[config.mk]
export PLATFORM = sky130hd
export DESIGN_NAME = timer_multi_controller
export DESIGN_NICKNAME = d
export VERILOG_FILES = /design/src/rtl/timer_multi_controller_pkg.sv /design/src/rtl/timer_multi_controller_channel.sv /design/src/rtl/timer_multi_controller.sv
export SDC_FILE = /design/constraint.sdc
export NUM_CORES = 1
export LEC_CHECK = 0
export ABC_CLOCK_PERIOD_IN_PS = 6200
export BUFFER_PORTS_ARGS = -buffer_cell sky130_fd_sc_hd__buf_4
export CAP_MARGIN = 10
export CORE_UTILIZATION = 30
export CTS_BUF_LIST = sky130_fd_sc_hd__clkbuf_8
export DETAILED_ROUTE_END_ITERATION = 6
export PLACE_DENSITY = 0.49
export SYNTH_ARGS = -nofsm -noshare
export SYNTH_HDL_FRONTEND = slang
export SYNTH_SLANG_ARGS = --single-unit
[constraint.sdc]
create_clock -name clk -period 6.2 [get_ports clk]
set_input_delay 1.24 -clock clk [delete_from_list [all_inputs] [get_ports clk]]
set_output_delay 1.24 -clock clk [all_outputs]
set_load 0.01 [all_outputs]
[src/rtl/timer_multi_controller_pkg.sv]
// timer_multi_controller_pkg: register map, CSR bit positions and bus macro defaults for the multi-channel timer
`ifndef BUS_WIDTH
`define BUS_WIDTH 32
`endif
`ifndef BUS_ACC_WIDTH
`define BUS_ACC_WIDTH 2
`endif
`ifndef BUS_ACC_4B
`define BUS_ACC_4B 2'd2
`endif
`ifndef TMR_DIV
`define TMR_DIV 16
`endif

package timer_multi_controller_pkg;
    localparam int TMRX_STRIDE = 16;
    localparam logic [3:0] TMRX_CNT = 4'h0;
    localparam logic [3:0] TMRX_RLD = 4'h4;
    localparam logic [3:0] TMRX_CSR = 4'h8;
    localparam int CSR_EN = 0;
    localparam int CSR_MODE = 1;
    localparam int CSR_CHAIN = 2;
    localparam int CSR_IE = 7;
    localparam int CSR_PEND = 8;
    function automatic int tmrx_size(input int ch);
        return ch * TMRX_STRIDE;
    endfunction
endpackage

[src/rtl/timer_multi_controller_channel.sv]
// timer_channel: one 32-bit down-counter with reload, CSR and sticky pending flag; CHAIN bit only under TMR_CHAIN_EN
module timer_channel
    import timer_multi_controller_pkg::*;
#(
    parameter bit CHAINABLE = 1'b0
) (
    input  logic        clk,
    input  logic        rst,
    input  logic        tick,
    input  logic        chain_in,
    input  logic        wr_cnt,
    input  logic        wr_rld,
    input  logic        wr_csr,
    input  logic [31:0] wdata,
    output logic [31:0] cnt,
    output logic [31:0] rld,
    output logic [31:0] csr,
    output logic        expire,
    output logic        irq
);
    logic en, mode, ie, pend, chain, step;

`ifdef TMR_CHAIN_EN
    // chain select bit, writable only on channels that have a predecessor
    always_ff @(posedge clk)
        chain <= rst ? 1'b0 : (wr_csr && CHAINABLE) ? wdata[CSR_CHAIN] : chain;
`else
    assign chain = 1'b0;
`endif

    assign step   = (chain && CHAINABLE) ? chain_in : tick;
    assign expire = step & en & (cnt == 32'd1) & ~wr_cnt;
    assign irq    = ie & pend;
    assign csr    = {23'd0, pend, ie, 4'd0, chain, mode, en};

    // counter, reload and CSR state; a bus write to CNT overrides that cycle's step, expiry beats W1C
    always_ff @(posedge clk) begin
        if (rst) begin
            cnt  <= 32'd0;
            rld  <= 32'd0;
            en   <= 1'b0;
            mode <= 1'b0;
            ie   <= 1'b0;
            pend <= 1'b0;
        end else begin
            cnt  <= wr_cnt ? wdata
                  : (step && en && cnt != 32'd0) ? ((cnt == 32'd1) ? (mode ? rld : 32'd0) : cnt - 32'd1)
                  : cnt;
            rld  <= wr_rld ? wdata : rld;
            en   <= wr_csr ? wdata[CSR_EN] : en;
            mode <= wr_csr ? wdata[CSR_MODE] : mode;
            ie   <= wr_csr ? wdata[CSR_IE] : ie;
            pend <= expire | (pend & ~(wr_csr & wdata[CSR_PEND]));
        end
    end
endmodule

[src/rtl/timer_multi_controller.sv]
// timer_multi_controller: CH down-counting timer channels on one prescaler behind the req/resp/fault bus; TMR_CHAIN_EN adds channel cascading
module timer_multi_controller
    import timer_multi_controller_pkg::*;
#(
    parameter int CH  = 4,
    parameter int DIV = `TMR_DIV
) (
    input  logic                          clk,
    input  logic                          rst,
    output logic [CH-1:0]                 interrupt,
    output logic                          irq_any,
    input  logic [$clog2(tmrx_size(CH))-1:0] addr,
    input  logic                          w_rb,
    input  logic [`BUS_ACC_WIDTH-1:0]     acc,
    output logic [`BUS_WIDTH-1:0]         rdata,
    input  logic [`BUS_WIDTH-1:0]         wdata,
    input  logic                          req,
    output logic                          resp,
    output logic                          fault
);
    logic [16:0] pre;
    logic        tick, valid, hit;
    logic [3:0]  off;
    logic [7:0]  idx;
    logic [7:0]  exp_a;
    logic [31:0] cnt_a [8];
    logic [31:0] rld_a [8];
    logic [31:0] csr_a [8];

    assign tick    = (pre == 17'(DIV - 1));
    assign off     = {addr[3:2], 2'b00};
    assign idx     = 8'(addr >> 4);
    assign valid   = (addr[1:0] == 2'b00) && (acc == `BUS_ACC_4B) && (off != 4'hC) && (idx < 8'(CH));
    assign hit     = req & valid;
    assign fault   = req & ~valid;
    assign irq_any = |interrupt;

    // free-running prescaler, never restarted by bus traffic
    always_ff @(posedge clk)
        pre <= (rst || tick) ? 17'd0 : pre + 17'd1;

    // response strobe one cycle after an accepted request
    always_ff @(posedge clk)
        resp <= rst ? 1'b0 : hit;

    // read data captures pre-write register values and holds otherwise
    always_ff @(posedge clk)
        if (hit && !w_rb)
            rdata <= (off == TMRX_CNT) ? cnt_a[idx[2:0]] : (off == TMRX_RLD) ? rld_a[idx[2:0]] : csr_a[idx[2:0]];

    for (genvar i = 0; i < 8; i++) begin : g_ch
        if (i < CH) begin : g_on
            timer_channel #(.CHAINABLE(i > 0)) u_ch (
                .clk      (clk),
                .rst      (rst),
                .tick     (tick),
                .chain_in ((i == 0) ? 1'b0 : exp_a[(i + 7) % 8]),
                .wr_cnt   (hit && w_rb && idx == 8'(i) && off == TMRX_CNT),
                .wr_rld   (hit && w_rb && idx == 8'(i) && off == TMRX_RLD),
                .wr_csr   (hit && w_rb && idx == 8'(i) && off == TMRX_CSR),
                .wdata    (wdata),
                .cnt      (cnt_a[i]),
                .rld      (rld_a[i]),
                .csr      (csr_a[i]),
                .expire   (exp_a[i]),
                .irq      (interrupt[i])
            );
        end else begin : g_off
            assign cnt_a[i] = 32'd0;
            assign rld_a[i] = 32'd0;
            assign csr_a[i] = 32'd0;
            assign exp_a[i] = 1'b0;
        end
    end
endmodule
Word level (Yosys, flattened, before mapping) --
Cells that the tools add are included.
Cells by class: add/subtract/negate cells 5, bitwise logic cells 40, mux-type cells 27, $lt $le $gt $ge 2, eq/ne operators 12, reductions and logical operators 43
Operators with widths (number):
- 2-to-1 mux 32 bit | 24
- binary-select mux 32 bit (select 3 bit) | 3
- equality test 32 x 1 -> 1 bit, second input constant | 4
- nonzero test 32 bit | 4
- subtractor 32 x 1 -> 32 bit, second input constant | 4
- logical AND 1 bit | 29
- bitwise AND 1 bit | 26
- adder 17 x 1 -> 17 bit, second input constant | 1
- equality test 17 x 4 -> 1 bit, second input constant | 1
- inverter 1 bit | 9
- equality test 2 bit, second input constant | 4
- logical NOT 8 bit | 1
- nonzero test 2 bit | 4
- equality test 2 x 1 -> 1 bit, second input constant | 2
- >= comparator 4 bit, second input constant | 1
- logical NOT 4 bit | 1
- inverter 2 -> 4 bit | 1
- OR 1 bit | 4
- OR reduction 4 bit | 1
- less-than comparator 2 x 3 -> 1 bit, second input constant | 1
- logical NOT 2 bit | 1
- inequality test 2 bit, second input constant | 1
- logical NOT 1 bit | 1
- logical OR 1 bit | 1
Word-level totals: logic and storage cells 156, bits in registers 322, bits of input ports 44

Longest topological paths before layout --
Gate-level depths: netlist of the first run.
word-level depth 12, mapped depth 11, gate-level depth less buffers 9

Cells and area by module --
From an unflattened synthesis of the first run, not the netlist that was laid out.
Unflattened totals: cells, all modules 2417, area total of the unflattened synthesis 21524.4 µm²
Modules (own cells, without submodules):
- timer_channel at g_ch[2].g_on.u_ch ... | area each 4206.5 µm², cells each 519, sequential area each 1361.3 µm², instances 2
- timer_channel at g_ch[0].g_on.u_ch ... | area each 4196.5 µm², cells each 500, sequential area each 1361.3 µm², instances 2
- timer_multi_controller | area each 4718.3 µm², cells each 379, sequential area each 1321.3 µm², instances 1

Worst setup path after synthesis of the first run --
Ideal clock, no wire load.
path type input port to flip-flop, start in addr[1], end reg rdata[0], enable pin, setup slack 2254 ps, data required time 5779 ps, stages 5, path buffers 1, library setup time 421 ps, data arrival time 3525 ps, path through or4b_1 > clkbuf_1 > a21oi_1 > nand2_1 > nor2_1
On the way: word-level cells in the longest chain between the ends 6
Ends and longest elaborated chain:
- start: declaration | line timer_multi_controller.sv:12 | input logic [$clog2(tmrx_size(CH))-1:0] addr,
- logical NOT 2 bit | line timer_multi_controller.sv:33 | assign valid = (addr[1:0] == 2'b00) && (acc == `BUS_ACC_4B) && (off != 4'hC) && (idx < 8'(CH));
- logical AND 1 bit (3 in series) | line timer_multi_controller.sv:33
- bitwise AND 1 bit | line timer_multi_controller.sv:34 | assign hit = req & valid;
- logical AND 1 bit | line timer_multi_controller.sv:48 | if (hit && !w_rb)
- end signal: assignment | line timer_multi_controller.sv:49 | rdata <= (off == TMRX_CNT) ? cnt_a[idx[2:0]] : (off == TMRX_RLD) ? rld_a[idx[2:0]] : csr_a[idx[2:0]];
- end: declaration | line timer_multi_controller.sv:15 | output logic [`BUS_WIDTH-1:0] rdata,
No other way between the ends. A chain may end at the register's enable or synchronous reset.

Worst setup path after layout of the first run --
start in addr[2], end reg g_ch[2].g_on.u_ch.cnt[5]
On the way: word-level cells in the longest chain between the ends 8
Ends and longest elaborated chain:
- inequality test 2 bit | line timer_multi_controller.sv:33
- logical AND 1 bit (2 in series) | line timer_multi_controller.sv:33
- bitwise AND 1 bit | line timer_multi_controller.sv:34
- logical AND 1 bit (2 in series) | line timer_multi_controller.sv:58 | .wr_cnt (hit && w_rb && idx == 8'(i) && off == TMRX_CNT),
- logical AND 1 bit (*) | line timer_multi_controller.sv:58
- 2-to-1 mux 32 bit / nonzero test 2 bit (equally long branches)
- end signal: assignment | line timer_multi_controller_channel.sv:46 | cnt <= wr_cnt ? wdata
- end: declaration | line timer_multi_controller_channel.sv:15 | output logic [31:0] cnt,
Mark *: on every way between the ends. The rest lies on a longest branch, timed or not.

==> summary.md, run 1 <==
| Metric | Value |
|---|---|
| Status | `finished clean` |
| RSZ-0062 raised after global routing | `no` |
| Fill cells | `6441` |
| Max cap viols | `0` |
| Psw | `1.18 mW` |
| Worst-margin pin slew | `1250 ps` |
| Initial DRC count | `1718` |
| Setup CP Type | `input port to flip-flop` |
| Starting Density | `0.306` |
| CP Max Fanout | `36` |
| Dpl hpwl | `56.5 mm` |
| Fmax achieved | `242 MHz` |
| Post-synthesis cell count | `2295` |
| Max incr delay on CP | `1080 ps` |
| Area contributors post-synth | `dfxtp_1, nand2_1, mux4_2` |
| Clock power share | `0.494` |
| Setup violators final | `0` |
| Crit-path cells | `buf_4, or2_2, nor3_1, nand2b_1, o21ai_1, nor2_1, nand2_1, o211ai_1` |
| DR WL/cell | `25.4 um` |
| Clock transition at the registers of the reported paths | `60 ps` |
| Most common cell in the netlist | `nand2_1` |
| Share of cells above drive strength 1 | `0.137` |
| Die X | `251 um` |
| TritonCTS clock tree | `yes` |
| Top cells by count, synth | `nand2_1, dfxtp_1, a21oi_1` |
| Min Tclk post-route | `4120 ps` |
| Die outline height | `251 um` |
| Total CTS buffers | `61` |
| Asr flop ratio synth | `0` |
| Post-cts gate resize count | `0` |
| Maximum buffer depth of the clock tree | `3` |
| Vias | `18.2k` |
| Post-synthesis net count | `2348` |
| Leading area contributor after synthesis | `dfxtp_1` |
| Global-route usage over all layers | `0.245` |
| Nets | `2318` |
| CP bufs+invs | `1` |
| Worst rel slew slack | `0.165` |
| Netlist cell types | `82` |
| H-Tree Depth | `2` |
| Kind of cell adding the most delay to the critical path | `simple AND/OR/NAND/NOR gates` |
| Post-CTS Hold Fix Bufs | `0` |
| Internal power | `3.45 mW` |
| Switch share | `0.254` |
| Syn_area_per_cell | `8.10 um^2` |
| Post-synth EDFFs | `32` |
| Yosys reg bits | `322` |
| PortBufs | `82` |
| I/O pin total | `83` |
| Final ANT Viol Nets | `0` |
| Post-synth top area share | `0.312` |
| Clk root buf | `clkbuf_8` |
| Worst Path Required | `6780 ps` |
| P per Cell Area | `220 nW/um^2` |
| Peak VDD IR | `0.000151 V` |
| Die area | `63000 um^2` |
| Skew final | `35.7 ps` |
| Ys Warns | `0` |
| CP max stage cell | `nor2_1` |
| Critical Path Sink Type | `flip-flop` |
| Post-CTS Setup Bufs | `0` |
| Clock Sinks | `322` |
| Worst-Skew Late Latency | `670 ps` |
| Area of the core | `60800 um^2` |
| Final Hold Violating Endpoints | `0` |
| CP Data Arrival Time | `4710 ps` |
| Final Cycle Share | `0.665` |
| Avg Vias per Cell | `5.86` |
| Routed WL | `78.7 mm` |
| Hold WS | `450 ps` |
| Max Slew Vio Count | `0` |
| Initial antenna violation count | `4` |
| Global-route wire length before repair | `116 mm` |
| Area grow syn2layout | `12.9%` |
| Vias in the first global route | `17.1k` |
| Post-synthesis sequential area ratio | `0.364` |
| Pre-antenna DRT Iters | `5` |
| Leak pwr | `7.66 nW` |
| Worst hold path type | `flip-flop to flip-flop` |
| Setup TNS Final | `0 ps` |
| Largest net degree at the start of global routing | `127` |
| Logic gate share of total power | `0.051` |
| Flop pwr share | `0.455` |
| Startpoint Class | `input port` |
| Gp weighted congestion | `0.935` |
| DR DRC count | `0` |
| Ys flop type | `dfxtp_1` |
| Synthesized cell area | `18600 um^2` |
| Core Rows | `90` |
| Gr ovfl total | `0` |
==> per-stage QoR <==
stage | utilization | std cells | cell area, um^2 | power, mW | setup WS [ps]
4_1_cts | 0.345 | 3099 | 21000 | 4.67 | 2150
6_report | 0.345 | 3101 | 21000 | 4.63 | 2080
3_3_place_gp | 0.323 | 2984 | 19600 | 2.38 | 1560
5_1_grt | 0.345 | 3100 | 21000 | 4.78 | 1900
3_5_place_dp | 0.323 | 2984 | 19600 | 2.38 | 1480
2_1_floorplan | - | 2295 | 18600 | 2.29 | 2250
==> worst reg2reg max path, delay by kind of cell (launching register included) <==
family	cells	cell delay, ps
AOI/OAI and AO/OA	2	280
buffers and inverters	1	420
DFF	1	400
and+or+nand+nor	5	2800
==> layer usage <==
metal,global-route usage,part of all wire,vias to the layer above
met5,0,0,-
met4,0.0765,0.027,0
met3,0.0478,0.093,122
met2,0.369,0.44,884
met1,0.352,0.45,8855
li1,-,-,8302
==> power by group through the flow <==
stage	Sequential (mW)	Combinational (mW)	Clock, mW
global route	2.11	0.247	2.42
floorplan	2.15	0.141	0
detailed placement	2.15	0.231	0
global placement	2.15	0.229	0
finish	2.11	0.235	2.28
CTS	2.11	0.232	2.34
==> sequential cells by signal (all words and copies together) (netlist names) <==
register             flops
g_ch.g_on.u_ch.ie        4
rdata                   32
g_ch.g_on.u_ch.rld     128
g_ch.g_on.u_ch.en        4
g_ch.g_on.u_ch.mode      4
g_ch.g_on.u_ch.pend      4
g_ch.g_on.u_ch.cnt     128
pre                     17
resp                     1
==> cells by family (layout without fill, tap and decap cells) <==
kind of cell	count (synthesis)	after routing	synth area share
and+or+nand+nor	966	966	0.240
AOI/OAI and AO/OA	578	578	0.193
DFF	322	322	0.364
buffers and inverters	222	244	0.0493
muxes	114	114	0.107
xor gates and xnor gates	84	84	0.0396
adders and majority gates	9	9	0.00606
other	0	2	0
==> placed cells by master (no fill, tap or decap), types with 7 or more instances in the layout <==
cell      netlist  routed
nand2_1       427     427
dfxtp_1       290     290
a21oi_1       219     218
nor2_1        203     198
buf_4           5     119
o21ai_0        82      82
nand3_1        80      80
clkbuf_8        0      80
mux4_2         68      68
a31oi_1        61      60
nor3_1         61      58
xnor2_1        51      51
mux2i_1        45      45
a211oi_1       37      37
nor4_1         34      34
xor2_1         33      33
edfxtp_1       32      32
o211ai_1       30      30
or4_1          28      28
inv_1           8      25
a311oi_1       24      24
and3_1         22      22
or3_1          21      21
o22ai_1        20      20
o221ai_1       16      16
and2_1         14      14
a21o_1         14      14
o31ai_1        13      13
nand4_1        10      10
nand2b_1       10      10
ha_1            9       9
clkinv_2        0       9
nand3b_1        8       8
nor2b_1         7       7
and4_1          7       7
a22o_1          7       7
==> path summary, 6_finish.rpt <==
path	from	to	slack, ps	depth (start not counted)
worst max-delay path	addr[2]	g_ch[2].g_on.u_ch.cnt[5]$_SDFFE_PP0P_	2080	8
worst min-delay path	pre[0]$_SDFF_PP0_	pre[0]$_SDFF_PP0_	450	1
worst max register to register	g_ch[2].g_on.u_ch.cnt[23]$_SDFFE_PP0P_	g_ch[2].g_on.u_ch.cnt[6]$_SDFFE_PP0P_	2160	8
worst min register to register	pre[0]$_SDFF_PP0_	pre[0]$_SDFF_PP0_	450	1
==> cell type report <==
type	count	area (um^2)	area share
antenna	2	5.00	0.000238
clock buffer	80	1100	0.0525
clock inverter	35	235	0.0112
inverter	9	33.8	0.00161
multi-input combinational	1751	11000	0.522
sequential	322	6770	0.322
tap	782	978	0.0466
timing repair buffer	120	905	0.0431
Note: power is estimated with default switching activity, not from simulation.
==> inputs of run 2 (changes only) <==
--- a/config.mk
+++ b/config.mk
@@ -5,7 +5,7 @@
 export SDC_FILE = /design/constraint.sdc
 export NUM_CORES = 1
 export LEC_CHECK = 0
-export ABC_CLOCK_PERIOD_IN_PS = 6200
+export ABC_CLOCK_PERIOD_IN_PS = 4300
 export BUFFER_PORTS_ARGS = -buffer_cell sky130_fd_sc_hd__buf_4
 export CAP_MARGIN = 10
 export CORE_UTILIZATION = 30
==> constraint.sdc (replaced) <==
create_clock -name clk -period 4.3 [get_ports clk]
set_input_delay 0.86 -clock clk [delete_from_list [all_inputs] [get_ports clk]]
set_output_delay 0.86 -clock clk [all_outputs]
set_load 0.01 [all_outputs]
==> run 2 against run 1 <==
  * Clock power grew 35%
  * Wire length grew 0.51%
  * Clock skew grew 29 ps
  * Sequential power grew 44%
  * Final area grew 0.66%
  * First-iteration DRC count grew 6.0%
  * Critical path depth shrank 1
  * Global-route usage grew 0.19 points
  * Critical endpoint is now g_ch[1].g_on.u_ch.cnt[27]$_SDFFE_PP0P_
  * Hold slack is essentially flat
  * Clock-buffer cell count shrank 8
==> summary.md, run 2 (synthesis results as in run 1) <==
| Metric | Value |
|---|---|
| Status | `finished clean (unchanged)` |
| Crit-path cells | `or4_1, nor4_4, nand3_1, buf_4, a31oi_2, o221ai_1, a311oi_1 (was buf_4, or2_2, nor3_1, nand2b_1, o21ai_1, nor2_1, nand2_1, o211ai_1)` |
| Psw | `1.69 mW (was 1.18 mW)` |
| Final Cycle Share | `0.837` |
| Die area | `63000 um^2 (unchanged)` |
| Vias | `18.5k (was 18.2k)` |
| Post-CTS Setup Bufs | `0 (unchanged)` |
| TritonCTS clock tree | `yes (unchanged)` |
| Global-route usage over all layers | `0.247 (was 0.245)` |
| H-Tree Depth | `2 (unchanged)` |
| Max Slew Vio Count | `0 (unchanged)` |
| Setup TNS Final | `0 ps (unchanged)` |
| Critical Path Sink Type | `flip-flop (unchanged)` |
| Worst-Skew Late Latency | `700 ps (was 670 ps)` |
| Gr ovfl total | `0 (unchanged)` |
| Hold Crit Depth | `1 (unchanged)` |
| Internal power | `4.76 mW (was 3.45 mW)` |
| Most common cell after layout, fill and taps aside | `nand2_1 (unchanged)` |
| Avg Vias per Cell | `5.90 (was 5.86)` |
| Initial antenna violation count | `6 (was 4)` |
| Largest regs | `g_ch.g_on.u_ch.cnt: 128 flops, g_ch.g_on.u_ch.rld: 128 flops, rdata: 32 flops (unchanged)` |
| Hold Path End | `pre[0]$_SDFF_PP0_ (unchanged)` |
| Fmax achieved | `278 MHz` |
| Final instance area | `21100 um^2 (was 21000 um^2)` |
| CP Data Arrival Time | `4140 ps (was 4710 ps)` |
| Setup CP Type | `flip-flop to flip-flop (was input port to flip-flop)` |
| Vias in the first global route | `17.5k (was 17.1k)` |
| Global-route wire length before repair | `117 mm (was 116 mm)` |
| Setup violators final | `0 (unchanged)` |
| Leading cell types in the layout, fill and taps excluded | `nand2_1, dfxtp_1, a21oi_1 (unchanged)` |
| Switch share | `0.262 (was 0.254)` |
| Skew final | `64.9 ps (was 35.7 ps)` |
| Flop pwr share | `0.471 (was 0.455)` |
| Post-cts gate resize count | `0 (unchanged)` |
| Clk root buf | `clkbuf_8 (unchanged)` |
| Min Tclk post-route | `3600 ps` |
| RSZ-0062 raised after global routing | `no (unchanged)` |
| Gp weighted congestion | `0.917 (was 0.935)` |
| Worst hold path type | `flip-flop to flip-flop (unchanged)` |
| Die X | `251 um (unchanged)` |
| Initial DRC count | `1821 (was 1718)` |
| Cell Area, Placed | `19900 um^2 (was 19600 um^2)` |
| Final ANT Viol Nets | `0 (unchanged)` |
| Startpoint Class | `flip-flop (was input port)` |
| Largest net degree at the start of global routing | `89 (was 127)` |
| Worst Path Required | `4840 ps (was 6780 ps)` |
| P per Cell Area | `305 nW/um^2 (was 220 nW/um^2)` |
| Critical path startpoint | `pre[9]$_SDFF_PP0_ (was addr[2])` |
| Max incr delay on CP | `910 ps (was 1080 ps)` |
| Logic gate share of total power | `0.054 (was 0.051)` |
| Clock transition at the registers of the reported paths | `60 ps (about the same)` |
| Post-CTS Hold Fix Bufs | `0 (unchanged)` |
| Reg2reg end | `g_ch[1].g_on.u_ch.cnt[27]$_SDFFE_PP0P_ (was g_ch[2].g_on.u_ch.cnt[6]$_SDFFE_PP0P_)` |
| Maximum buffer depth of the clock tree | `3 (unchanged)` |
| Reg2reg start | `pre[9]$_SDFF_PP0_ (was g_ch[2].g_on.u_ch.cnt[23]$_SDFFE_PP0P_)` |
| Clock Sinks | `322 (unchanged)` |
| Dpl hpwl | `57.1 mm (was 56.5 mm)` |
| Starting Density | `0.306 (unchanged)` |
| CP Max Fanout | `17 (was 36)` |
| Leak pwr | `7.73 nW (was 7.66 nW)` |
| DR WL/cell | `25.3 um (was 25.4 um)` |
| Core Rows | `90 (unchanged)` |
| Area of the core | `60800 um^2 (unchanged)` |
| DR DRC count | `0 (unchanged)` |
| Pre-antenna DRT Iters | `5 (unchanged)` |
| Die outline height | `251 um (unchanged)` |
| I/O pin total | `83 (unchanged)` |
| Routed WL | `79.1 mm (was 78.7 mm)` |
| Final Hold Violating Endpoints | `0 (unchanged)` |
| Worst rel slew slack | `0.219 (was 0.165)` |
| PortBufs | `82 (unchanged)` |
| Peak VDD IR | `0.000221 V (was 0.000151 V)` |
| CP max stage cell | `a31oi_2 (was nor2_1)` |
| Area grow syn2layout | `13.7% (was 12.9%)` |
| Nets | `2347 (was 2318)` |
| Clock power share | `0.475 (was 0.494)` |
| Worst R2R Setup Slack | `700 ps (was 2160 ps)` |
| Max cap viols | `0 (unchanged)` |
| Worst-margin pin slew | `1170 ps (was 1250 ps)` |
| Total CTS buffers | `58 (was 61)` |
| Share of cells above drive strength 1 | `0.144 (was 0.137)` |
| Hold path start | `pre[0]$_SDFF_PP0_ (unchanged)` |
| R2R cell count | `7 (was 8)` |
run 2: cell type report:
| type | count | area, um^2 |
|---|---|---|
| Tap cell | 782 | 978 |
| Inverter | 9 | 33.8 |
| Clock buffer | 72 | 991 |
| Multi-Input combinational cell | 1751 | 11000 |
| Antenna cell | 1 | 2.50 |
| Clock inverter | 36 | 209 |
| Timing Repair Buffer | 152 | 1180 |
| Sequential cell | 322 | 6770 |
| Fill cell | 6337 | 39700 |
run 2: worst max-delay path by stage:
| stage | to |
|---|---|
| after floorplan | rdata[0]$_DFFE_PP_ |
| after global placement | g_ch[3].g_on.u_ch.cnt[8]$_SDFFE_PP0P_ |
| after detailed placement | g_ch[3].g_on.u_ch.cnt[3]$_SDFFE_PP0P_ |
| after CTS | g_ch[1].g_on.u_ch.cnt[27]$_SDFFE_PP0P_ |
| after global routing | g_ch[1].g_on.u_ch.cnt[6]$_SDFFE_PP0P_ |
| final | g_ch[1].g_on.u_ch.cnt[27]$_SDFFE_PP0P_ |
run 2: power by group through the flow:
stage,registers (mW),logic [mW],clock network [mW]
detailed placement,3.10,0.341,0
global route,3.04,0.362,3.25
CTS,3.04,0.341,3.12
global placement,3.10,0.339,0
floorplan,3.10,0.203,0
finish,3.04,0.347,3.07
run 2: metal layers:
metal / up-vias / wire, um / track usage
met2: 896 / 34700 / 0.372
met5: - / 31 / 0
met4: 4 / 2300 / 0.0883
li1: 8340 / - / -
met3: 128 / 7220 / 0.0446
met1: 9083 / 34900 / 0.353
run 2: worst max-delay path: cells and delay by family, from the launching register on:
family / cells / cell delay [ps]
flops: 1 / 360
simple gates: 3 / 1320
buf+inv: 1 / 220
compound gates: 3 / 1590
run 2: stage by stage:
| stage | utilization | hold slack (ps) | total power, mW | worst slack [ps] | cells |
|---|---|---|---|---|---|
| after detailed placement | 0.328 | 444 | 3.44 | 710 | 3015 |
| after global placement | 0.328 | 427 | 3.44 | 778 | 3015 |
| after CTS | 0.347 | 459 | 6.50 | 821 | 3123 |
| after floorplan | - | 413 | 3.30 | 734 | 2295 |
| after global routing | 0.347 | 485 | 6.65 | 578 | 3125 |
| final | 0.347 | 450 | 6.45 | 700 | 3125 |
==> inputs of run 3 (changes only) <==
--- a/config.mk
+++ b/config.mk
@@ -5,7 +5,8 @@
 export SDC_FILE = /design/constraint.sdc
 export NUM_CORES = 1
 export LEC_CHECK = 0
-export ABC_CLOCK_PERIOD_IN_PS = 4300
+export ABC_AREA = 1
+export ABC_CLOCK_PERIOD_IN_PS = 3500
 export BUFFER_PORTS_ARGS = -buffer_cell sky130_fd_sc_hd__buf_4
 export CAP_MARGIN = 10
 export CORE_UTILIZATION = 30
==> constraint.sdc (replaced) <==
create_clock -name clk -period 3.5 [get_ports clk]
set_input_delay 0.7 -clock clk [delete_from_list [all_inputs] [get_ports clk]]
set_output_delay 0.7 -clock clk [all_outputs]
set_load 0.01 [all_outputs]
==> run 3 against run 2 <==
  * Clock skew is 21 ps lower
  * Final area is 5.0% higher
  * Synthesized area is 5.0% higher
  * Critical path type unchanged
  * Non-clock buffer count is 26 lower
  * Clock-buffer cell count is 4 higher
  * Global-route usage is 1.9 points higher
  * Total power is 25% higher
  * Hold slack worse by 110 ps
  * First-iteration DRC count is 24% higher
  * Via count is 15% higher
  * Highest routed layer unchanged
==> summary.md, run 3 <==
| Metric | Value |
|---|---|
| Area of the core | `64300 um^2 (was 60800 um^2)` |
| PortBufs | `82 (unchanged)` |
| Pre-antenna DRT Iters | `6 (was 5)` |
| Post-synth EDFFs | `32 (unchanged)` |
| CP bufs+invs | `1 (unchanged)` |
| Vias in the first global route | `19.7k (was 17.5k)` |
| Skew final | `43.7 ps (was 64.9 ps)` |
| Setup violators final | `0 (unchanged)` |
| Post-synthesis cell count | `2973 (was 2295)` |
| Starting Density | `0.303 (was 0.306)` |
| Die area | `66100 um^2 (was 63000 um^2)` |
| Post-cts gate resize count | `0 (unchanged)` |
| P per Cell Area | `364 nW/um^2 (was 305 nW/um^2)` |
| DR WL/cell | `22.9 um (was 25.3 um)` |
| Min Tclk post-route | `2820 ps (was 3600 ps)` |
| Peak VDD IR | `0.000254 V (was 0.000221 V)` |
| Setup TNS Final | `0 ps (unchanged)` |
| Most common cell after layout, fill and taps aside | `nand2_1 (unchanged)` |
| Most common cell in the netlist | `nand2_1 (unchanged)` |
| Post-synthesis sequential area ratio | `0.347 (was 0.364)` |
| Leak pwr | `10.1 nW (was 7.73 nW)` |
| Clock Sinks | `322 (unchanged)` |
| Ys flop type | `dfxtp_1 (unchanged)` |
| Nets | `3076 (was 2347)` |
| Syn_area_per_cell | `6.57 um^2 (was 8.10 um^2)` |
| CP Max Fanout | `8 (was 17)` |
| Max cap viols | `0 (unchanged)` |
| Global-route usage over all layers | `0.266 (was 0.247)` |
| Fmax achieved | `354 MHz (was 278 MHz)` |
| Vias | `21.2k (was 18.5k)` |
| Avg Vias per Cell | `5.40 (was 5.90)` |
| Initial antenna violation count | `4 (was 6)` |
| CP max stage cell | `o21ai_1 (was a31oi_2)` |
| Max Slew Vio Count | `0 (unchanged)` |
| I/O pin total | `83 (unchanged)` |
| Total chip power | `8.08 mW (was 6.45 mW)` |
| Maximum buffer depth of the clock tree | `3 (unchanged)` |
| Kind of cell adding the most delay to the critical path | `simple AND/OR/NAND/NOR gates (was compound AO/OA/AOI/OAI gates)` |
| Max incr delay on CP | `770 ps (was 910 ps)` |
| DR DRC count | `0 (unchanged)` |
| Worst Path Required | `3990 ps (was 4840 ps)` |
| Clk root buf | `clkbuf_8 (unchanged)` |
| Initial DRC count | `2249 (was 1821)` |
| Asr flop ratio synth | `0 (unchanged)` |
| Setup CP Type | `flip-flop to flip-flop (unchanged)` |
| Share of cells above drive strength 1 | `0.100 (was 0.144)` |
| Netlist cell types | `51 (was 82)` |
| Post-synthesis net count | `3026 (was 2348)` |
| Gp weighted congestion | `0.997 (was 0.917)` |
| Area grow syn2layout | `13.7% (about the same)` |
| Largest net degree at the start of global routing | `65 (was 89)` |
| Dpl hpwl | `67.3 mm (was 57.1 mm)` |
| Post-synth top area share | `0.297 (was 0.312)` |
| Worst hold path type | `input port to flip-flop (was flip-flop to flip-flop)` |
| Worst rel slew slack | `0.296 (was 0.219)` |
| Crit-path cells | `ha_1, nand2_1, inv_1, nand3_1, nor2_1, nand3_1, o21ai_1, o21ai_0, nor2_1, nor2_1 (was or4_1, nor4_4, nand3_1, buf_4, a31oi_2, o221ai_1, a311oi_1)` |
| Clock transition at the registers of the reported paths | `60 ps (about the same)` |
| Final Worst Setup Slack | `675 ps (was 700 ps)` |
| Status | `finished clean (unchanged)` |
| Largest regs | `g_ch.g_on.u_ch.cnt: 128 flops, g_ch.g_on.u_ch.rld: 128 flops, rdata: 32 flops (unchanged)` |
| Die outline height | `257 um (was 251 um)` |
| Core Rows | `93 (was 90)` |
| Die X | `257 um (was 251 um)` |
| Global-route wire length before repair | `131 mm (was 117 mm)` |
| Leading area contributor after synthesis | `dfxtp_1 (unchanged)` |
| H-Tree Depth | `3 (was 2)` |
| Crit path top cell by count | `nor2_1` |
| Top cells by count, synth | `nand2_1, nor2_1, a21oi_1, dfxtp_1, inv_1 (was nand2_1, dfxtp_1, a21oi_1)` |
| Pre-CTS setup slack | `262 ps (was 710 ps)` |
| Worst-Skew Late Latency | `650 ps (was 700 ps)` |
| Fill cells | `7051 (was 6337)` |
| Final ANT Viol Nets | `0 (unchanged)` |
| TritonCTS clock tree | `yes (unchanged)` |
| Critical Path Sink Type | `flip-flop (unchanged)` |
| Startpoint Class | `flip-flop (unchanged)` |
| Post-CTS Setup Bufs | `0 (unchanged)` |
| Final instance area | `22200 um^2 (was 21100 um^2)` |
| Post-CTS Hold Fix Bufs | `0 (unchanged)` |
| Cell Area, Placed | `20900 um^2 (was 19900 um^2)` |
| RSZ-0062 raised after global routing | `no (unchanged)` |
| Final Cycle Share | `0.807 (was 0.837)` |
| Total CTS buffers | `66 (was 58)` |
| Ys Warns | `0 (unchanged)` |
| Area contributors post-synth | `dfxtp_1, nand2_1, nor2_1 (was dfxtp_1, nand2_1, mux4_2)` |
| Leading cell types in the layout, fill and taps excluded | `nand2_1, nor2_1, inv_1 (was nand2_1, dfxtp_1, a21oi_1)` |
| CP Data Arrival Time | `3310 ps (was 4140 ps)` |
| Routed WL | `90.0 mm (was 79.1 mm)` |
| Worst-margin pin slew | `1060 ps (was 1170 ps)` |
| Yosys reg bits | `322 (unchanged)` |
| Final Hold Violating Endpoints | `0 (unchanged)` |
| Gr ovfl total | `0 (unchanged)` |
| Synthesized cell area | `19500 um^2 (was 18600 um^2)` |
run 3: cell families (layout without fill, tap and decap cells):
| family | count (synthesis) | in the layout | share of synthesized area |
|---|---|---|---|
| other cells | 0 | 1 | 0 |
| xor+xnor | 53 | 53 | 0.0238 |
| compound gates | 729 | 729 | 0.216 |
| fa+ha+maj | 9 | 9 | 0.00577 |
| buf+inv | 438 | 538 | 0.0940 |
| flops | 322 | 322 | 0.347 |
| simple gates | 1422 | 1422 | 0.314 |
run 3: metal layers:
layer	track usage	wire length, um	vias up
li1	-	-	10000
met1	0.372	40600	10100
met2	0.412	39100	1001
met3	0.0536	7750	154
met4	0.0767	2470	6
met5	0	44	-
run 3: layout make-up:
type / instances / area (um^2) / share of cell area
Clock buffer: 76 / 1050 / 0.0471
Sequential cell: 322 / 6770 / 0.305
Multi-Input combinational cell: 2213 / 10900 / 0.493
Antenna cell: 1 / 2.50 / 0.000113
Timing Repair Buffer: 126 / 1030 / 0.0466
Tap cell: 855 / 1070 / 0.0482
Inverter: 294 / 1120 / 0.0504
Clock inverter: 42 / 205 / 0.00925
run 3: power breakdown:
| group | internal (mW) | leakage, nW | switching [mW] |
|---|---|---|---|
| Sequential | 3.73 | 2.64 | 0.00636 |
| Combinational | 0.102 | 6.76 | 0.342 |
| Clock | 2.05 | 0.718 | 1.86 |
| Total | 5.88 | 10.1 | 2.21 |
run 3: path summary, 6_finish.rpt:
check                         start                                     end  slack, ps  cells after the start
setup / recovery  pre[0]$_SDFF_PP0_  g_ch[3].g_on.u_ch.cnt[11]$_SDFFE_PP0P_        680                     10
hold / removal                  rst  g_ch[0].g_on.u_ch.cnt[22]$_SDFFE_PP0P_        340                      2
hold reg to reg   pre[0]$_SDFF_PP0_                       pre[0]$_SDFF_PP0_        470                      1
setup reg to reg  pre[0]$_SDFF_PP0_  g_ch[3].g_on.u_ch.cnt[11]$_SDFFE_PP0P_        680                     10
run 3: metrics by stage:
step,hold slack [ps],std cells,util
after floorplan,418,2973,-
after global placement,431,3810,0.325
after detailed placement,440,3810,0.325
after CTS,282,3928,0.345
after global routing,302,3929,0.345
final,340,3929,0.345
